File: src/rtl/hazard_pkg.sv
// Shared types and helpers for the hazard detection / forwarding unit.
package hazard_pkg;

    // Forwarding select value meaning "take the register-file read data".
    localparam int SEL_RF = 0;

    // Per-stage tracker entry flags. The destination register is kept in a
    // separate array because its width is an instance parameter.
    typedef struct packed {
        logic valid;
        logic wr;
        logic isLoad;
    } trkEntry_t;

    // Width of a forwarding select: 0 = register file, 1..depth = stage index + 1.
    function automatic int selW(input int depth);
        return $clog2(depth + 1);
    endfunction

endpackage

File: src/rtl/fwd_match.sv
// Priority finder for one operand: picks the youngest in-flight writer of src.
module fwd_match
    import hazard_pkg::*;
#(
    parameter int DEPTH      = 3,
    parameter int REG_AW     = 3,
    parameter int LOAD_STAGE = 1,
    localparam int SEL_W     = selW(DEPTH)
) (
    input  trkEntry_t         entFlags [DEPTH],
    input  logic [REG_AW-1:0] entDst   [DEPTH],
    input  logic [REG_AW-1:0] src,
    input  logic              srcUsed,
    output logic [SEL_W-1:0]  sel,
    output logic              ready,
    output logic              hit
);

    // Scan oldest to youngest so the youngest (lowest index) match is written last and wins.
    always_comb begin
        // NOTE: every output gets a default before the loop; without it a
        // no-match path would leave them unassigned and infer latches.
        sel   = SEL_W'(SEL_RF);
        ready = 1'b1;
        hit   = 1'b0;
        for (int i = DEPTH - 1; i >= 0; i--) begin
            if (srcUsed && entFlags[i].valid && entFlags[i].wr && (entDst[i] == src)) begin
                hit   = 1'b1;
                sel   = SEL_W'(i + 1);
                ready = !entFlags[i].isLoad || (i >= LOAD_STAGE);
            end
        end
    end

endmodule

File: src/rtl/hazard_fwd_unit.sv
// Hazard detection and operand forwarding across DEPTH post-decode stages.
module hazard_fwd_unit
    import hazard_pkg::*;
#(
    parameter int DATA_W     = 16,
    parameter int REG_AW     = 3,
    parameter int DEPTH      = 3,
    parameter int LOAD_STAGE = 1,
    localparam int SEL_W     = selW(DEPTH)
) (
    input  logic                    clk,
    input  logic                    rst,
    input  logic                    issue_valid,
    input  logic                    issue_wr,
    input  logic                    issue_is_load,
    input  logic [REG_AW-1:0]       issue_dst,
    input  logic [REG_AW-1:0]       src_a,
    input  logic [REG_AW-1:0]       src_b,
    input  logic                    src_a_used,
    input  logic                    src_b_used,
    input  logic [DATA_W-1:0]       rf_a_data,
    input  logic [DATA_W-1:0]       rf_b_data,
    input  logic [DEPTH*DATA_W-1:0] stage_data,
    input  logic                    mem_ready,
    input  logic                    flush,
    output logic [SEL_W-1:0]        fwd_a_sel,
    output logic [SEL_W-1:0]        fwd_b_sel,
    output logic [DATA_W-1:0]       fwd_a_data,
    output logic [DATA_W-1:0]       fwd_b_data,
    output logic                    stall,
    output logic                    freeze,
    output logic [15:0]             stall_count,
    output logic                    err
);

    trkEntry_t         entFlags [DEPTH];
    logic [REG_AW-1:0] entDst   [DEPTH];

    logic readyA, readyB;
    logic hitA, hitB;
    logic issueAccept;

    fwd_match #(.DEPTH(DEPTH), .REG_AW(REG_AW), .LOAD_STAGE(LOAD_STAGE)) uMatchA (
        .entFlags (entFlags),
        .entDst   (entDst),
        .src      (src_a),
        .srcUsed  (src_a_used),
        .sel      (fwd_a_sel),
        .ready    (readyA),
        .hit      (hitA)
    );

    fwd_match #(.DEPTH(DEPTH), .REG_AW(REG_AW), .LOAD_STAGE(LOAD_STAGE)) uMatchB (
        .entFlags (entFlags),
        .entDst   (entDst),
        .src      (src_b),
        .srcUsed  (src_b_used),
        .sel      (fwd_b_sel),
        .ready    (readyB),
        .hit      (hitB)
    );

    // A flush kills the decode instruction, so it overrides any load-use stall.
    assign stall       = ((hitA && !readyA) || (hitB && !readyB)) && !flush;
    assign freeze      = !mem_ready;
    assign err         = issue_valid && issue_is_load && !issue_wr;
    assign issueAccept = issue_valid && !stall && !flush;

    // Tracker shift register: advances only while memory is ready.
    always_ff @(posedge clk or negedge rst) begin
        if (!rst) begin
            // NOTE: the whole tracker is reset, not just the valid bits, so
            // dst values are never X and the match comparators stay clean.
            for (int i = 0; i < DEPTH; i++) begin
                entFlags[i] <= '0;
                entDst[i]   <= '0;
            end
        end else if (mem_ready) begin
            // NOTE: non-blocking assignments let every stage read its
            // predecessor's old value, giving a true shift in one edge.
            for (int i = DEPTH - 1; i > 0; i--) begin
                entFlags[i] <= entFlags[i-1];
                entDst[i]   <= entDst[i-1];
            end
            if (issueAccept) begin
                entFlags[0] <= '{valid: 1'b1, wr: issue_wr, isLoad: issue_is_load};
                entDst[0]   <= issue_dst;
            end else begin
                entFlags[0] <= '0;
                entDst[0]   <= '0;
            end
        end
    end

    // Saturating count of stall cycles that actually advanced the pipeline.
    always_ff @(posedge clk or negedge rst) begin
        if (!rst) begin
            stall_count <= '0;
        end else if (stall && mem_ready && (stall_count != 16'hFFFF)) begin
            stall_count <= stall_count + 16'd1;
        end
    end

    // Operand data muxes driven by the match selects.
    always_comb begin
        fwd_a_data = rf_a_data;
        fwd_b_data = rf_b_data;
        for (int i = 0; i < DEPTH; i++) begin
            if (fwd_a_sel == SEL_W'(i + 1)) fwd_a_data = stage_data[i*DATA_W +: DATA_W];
            if (fwd_b_sel == SEL_W'(i + 1)) fwd_b_data = stage_data[i*DATA_W +: DATA_W];
        end
    end

endmodule

File: config.mk
export PLATFORM = sky130hd
export DESIGN_NAME = hazard_fwd_unit
export DESIGN_NICKNAME = d
export VERILOG_FILES = /design/src/rtl/hazard_pkg.sv /design/src/rtl/fwd_match.sv /design/src/rtl/hazard_fwd_unit.sv
export SDC_FILE = /design/constraint.sdc
export NUM_CORES = 1
export LEC_CHECK = 0
export CORE_MARGIN = 2
export CORE_UTILIZATION = 38
export DETAILED_ROUTE_END_ITERATION = 8
export GPL_TIMING_DRIVEN = 0
export MAX_ROUTING_LAYER = met4
export PLACE_DENSITY = 0.92
export SYNTH_ARGS = -nofsm -noshare
export SYNTH_HDL_FRONTEND = slang
export SYNTH_SLANG_ARGS = --single-unit
File: constraint.sdc
create_clock -name clk -period 2.9 [get_ports clk]
set_input_delay 0.435 -clock clk [delete_from_list [all_inputs] [get_ports clk]]
set_output_delay 0.435 -clock clk [all_outputs]
set_load 0.1 [all_outputs]
==> results.json <==
{
  "startpoint": "src_b[1]",
  "timing_worst_slew_pin_value_ns": 0.9728,
  "power.density_cell_area_nw_per_um2": 298.9,
  "post_route_cells_drive_above_1_share_pct": 32.44,
  "hold_violations": 0,
  "outcome": "finished with violations",
  "post_layout_nonfiller_instances": 528,
  "finalWorstPathRequiredPeriod_ns": 3.024,
  "dpl-instance-area_sq_um": 4452,
  "num_vias": 3513,
  "first_pass_iters": 6,
  "timing.rr.end": "stall_count[14]$_DFFE_PN0P_",
  "worst_skew_late_latency_ns": 0.29,
  "route.detailed.drc": 0,
  "type_of_destination_of_the_critical_path": "primary output",
  "grt_first_pass_wirelength_um": 19200,
  "fin_ws_ns": -0.1243,
  "post-route-util_pct": 80.62,
  "worst-endpoint-arrival_ns": 2.59,
  "reg2reg_slack_ns": 0.65,
  "post_synth_instance_area_sq_um": 2477,
  "syn_inst_count": 270,
  "largest_family_of_logic_cells_by_synthesized_area": "compound AO/OA/AOI/OAI gates",
  "routed_wirelength_um": 13990,
  "wl_met2_um": 6671,
  "synth-async-reset-ratio_pct": 100.0,
  "die-area_sq_um": 7181,
  "yosys.area_share.xor_xnor_pct": 11.31,
  "endpoint": "fwd_b_data[6]",
  "synth_largest_area_cell": "sky130_fd_sc_hd__dfrtp_1",
  "cts_htree_levels": 2,
  "post_synth_fa_ha_maj_area_fraction_pct": 0.5051,
  "placementRows": 29,
  "place.detailed.instances": 499,
  "grt_start_max_net_pins": 33,
  "cts_tree": "yes",
  "number_of_flops_mapped_to_enable_cells_by_yosys": 0,
  "final.setup.tns_ns": -0.6308,
  "globalRouteTotalUtil_pct": 35.69,
  "leakagePower_uw": 0.002014,
  "yosys.area.top_type_share_pct": 32.32,
  "stdcell_area_sq_um": 5090,
  "ys_top_cells_by_count": "sky130_fd_sc_hd__nand2_1 (46), sky130_fd_sc_hd__dfrtp_1 (32), sky130_fd_sc_hd__a2bb2oi_1 (30), sky130_fd_sc_hd__o221ai_1 (30), sky130_fd_sc_hd__nand3_1 (22)",
  "postSynthRegisterBits": 32,
  "grt_pass1_vias": 3450,
  "irDropWorstVdd_mv": 0.3948,
  "fmax_mhz": 330.7,
  "num_io_pins": 153,
  "fin_crit_sh_pct": 104.3,
  "initial_antenna_violation_count": 1,
  "synth-compound-area-share_pct": 25.15,
  "clock-skew-final_ns": 0.006116,
  "route.met3.wl_um": 1408,
  "final-max-slew-violation-count": 0,
  "power.total_uw": 1521,
  "synth.area.top_cells": "sky130_fd_sc_hd__dfrtp_1 (32%), sky130_fd_sc_hd__a2bb2oi_1 (11%), sky130_fd_sc_hd__o221ai_1 (11%)",
  "finalNetCount": 549,
  "netlist-cell-type-count": 35,
  "hp-class": "input pin to asynchronous set/reset pin",
  "dominantRegCellSynth": "sky130_fd_sc_hd__dfrtp_1",
  "core-area_sq_um": 6314,
  "cap_violations": 0,
  "synth_mux_area_share_pct": 7.475,
  "gpl.final_weighted_congestion": 0.9090,
  "final_setup_violation_count": 17,
  "net_count_after_synthesis": 369,
  "synth.yosys.warnings": 0,
  "worst_setup_hold_path_clk_slew_ns": 0.07,
  "routed.top_layer": "met4",
  "route.layer.met1.wl_um": 4880,
  "effective_utilization_at_floorplan_pct": 39.24,
  "post_drt_via_cell_ratio": 6.653,
  "failed_checks": "negative setup slack",
  "yosys.cell_count.top_type": "sky130_fd_sc_hd__nand2_1",
  "die_height_um": 84.74,
  "cp.required_ns": 2.47,
  "cts_buffers": 5,
  "path_max_fanout": 10,
  "crit-reg2reg-launch": "entDst[8]$_DFFE_PN0P_",
  "slew-limit-headroom_pct": 34.95,
  "clock_sink_count": 32,
  "cts-hold-fix-buffers": 0,
  "dp.final_hpwl_um": 7919,
  "syn-mean-instance-area_sq_um": 9.175,
  "ctsRootBufferMaster": "sky130_fd_sc_hd__clkbuf_8",
  "unrepaired_setup_endpoints_after_global_routing": "true",
  "portBuffers": 152,
  "synth-seq-area-share_pct": 32.32,
  "syn2layout_area_growth_pct": 105.5,
  "yosys.area_share.simple_pct": 19.80,
  "path_class": "input pin to primary output",
  "ant_nets": 0,
  "worstSetupStartpointType": "input pin",
  "globalRoute.totalOverflow": 0,
  "clock_path_buffers": 2,
  "worstRegToRegCells": 6,
  "detail_route.wl_per_cell_um": 26.50,
  "die_width_um": 84.74,
  "first_iter_violations": 339
}
registers in the layout, summed over array words and instances, names as in the netlist:
| register | flops |
|---|---|
| stall_count | 16 |
| entDst | 9 |
| entFlags | 7 |
routing by layer:
layer,up-vias,global-route usage [%]
li1,1410,-
met1,1684,38.45
met2,318,60.99
met3,101,9.636
met4,0,16.45
met5,-,-
worst max-delay path, stage by stage:
cell,delay [ns]
sky130_fd_sc_hd__dlygate4sd2_1,0.30
sky130_fd_sc_hd__xor2_1,0.19
sky130_fd_sc_hd__nor4_2,0.28
sky130_fd_sc_hd__buf_4,0.18
sky130_fd_sc_hd__nand2_2,0.17
sky130_fd_sc_hd__clkbuf_2,0.29
sky130_fd_sc_hd__o221ai_1,0.42
sky130_fd_sc_hd__a2bb2oi_4,0.13
sky130_fd_sc_hd__buf_8,0.19
layout by cell type, fill, tap and decap left out, types with 3 or more instances in the layout:
cell type,synthesis,final
sky130_fd_sc_hd__a21o_1,3,3
sky130_fd_sc_hd__a22o_1,5,5
sky130_fd_sc_hd__a2bb2oi_1,30,8
sky130_fd_sc_hd__a2bb2oi_4,0,20
sky130_fd_sc_hd__and3_1,3,3
sky130_fd_sc_hd__buf_12,0,11
sky130_fd_sc_hd__buf_2,5,4
sky130_fd_sc_hd__buf_4,1,28
sky130_fd_sc_hd__buf_6,1,10
sky130_fd_sc_hd__buf_8,0,7
sky130_fd_sc_hd__clkbuf_1,9,3
sky130_fd_sc_hd__clkbuf_2,0,3
sky130_fd_sc_hd__clkbuf_4,0,6
sky130_fd_sc_hd__clkbuf_8,0,7
sky130_fd_sc_hd__clkdlybuf4s50_1,0,106
sky130_fd_sc_hd__dfrtp_1,32,30
sky130_fd_sc_hd__dlygate4sd2_1,0,8
sky130_fd_sc_hd__mux2_2,12,12
sky130_fd_sc_hd__nand2_1,46,44
sky130_fd_sc_hd__nand3_1,22,18
sky130_fd_sc_hd__nand4_1,3,3
sky130_fd_sc_hd__nor3_1,4,4
sky130_fd_sc_hd__nor4_4,0,4
sky130_fd_sc_hd__o221ai_1,30,21
sky130_fd_sc_hd__o221ai_2,0,9
sky130_fd_sc_hd__xnor2_1,14,14
sky130_fd_sc_hd__xor2_1,18,15
sky130_fd_sc_hd__xor2_2,0,3
cell type report:
| cell class | count | area (sq um) |
|---|---|---|
| tap | 77 | 96.34 |
| multi-input combinational | 220 | 2147 |
| sequential | 32 | 803.3 |
| clock buffer | 7 | 96.34 |
| inverter | 1 | 3.754 |
| buffer | 17 | 136.4 |
| timing repair buffer | 173 | 1804 |
| antenna | 1 | 2.502 |
| fill | 316 | 1224 |
cell families after synthesis:
logic type                 count (synthesis)
AOI/OAI and AO/OA                         72
xor gates and xnor gates                  32
adders and majority gates                  1
buffers and inverters                     18
DFF                                       32
muxes                                     16
and+or+nand+nor                           99
how the worst min path moves through the flow:
stage                                      from                          end  slack, ns  depth (start not counted)
floorplan                                   rst        entDst[0]$_DFFE_PN0P_       0.14                          0
global placement    stall_count[13]$_DFFE_PN0P_  stall_count[13]$_DFFE_PN0P_       0.48                          1
detailed placement  stall_count[13]$_DFFE_PN0P_  stall_count[13]$_DFFE_PN0P_       0.49                          1
CTS                 stall_count[13]$_DFFE_PN0P_  stall_count[13]$_DFFE_PN0P_       0.51                          1
global route                                rst  stall_count[12]$_DFFE_PN0P_       0.24                          1
finish                                      rst  stall_count[12]$_DFFE_PN0P_       0.19                          1
where the power goes:
part | internal, uW | switching, uW
clock network | 211 | 165
logic | 281 | 376
registers | 465 | 23.2
what timing repair did:
action / CTS / global route
setup buffers: 10 / 9
gates resized for setup: 279 / 61
pin swaps: 1 / 6
cloned: 2 / 0
endpoints found under the setup margin: 37 / 36
metrics by stage:
stage / hold slack (ns) / setup WS (ns)
after floorplan: 0.1394 / -0.5598
after CTS: 0.5073 / 0.0000004441
after detailed placement: 0.4889 / -1.613
after global placement: 0.4791 / -1.625
after global routing: 0.2407 / -0.1938
final: 0.1870 / -0.1243
No activity file was read; power rests on OpenSTA's default activity.
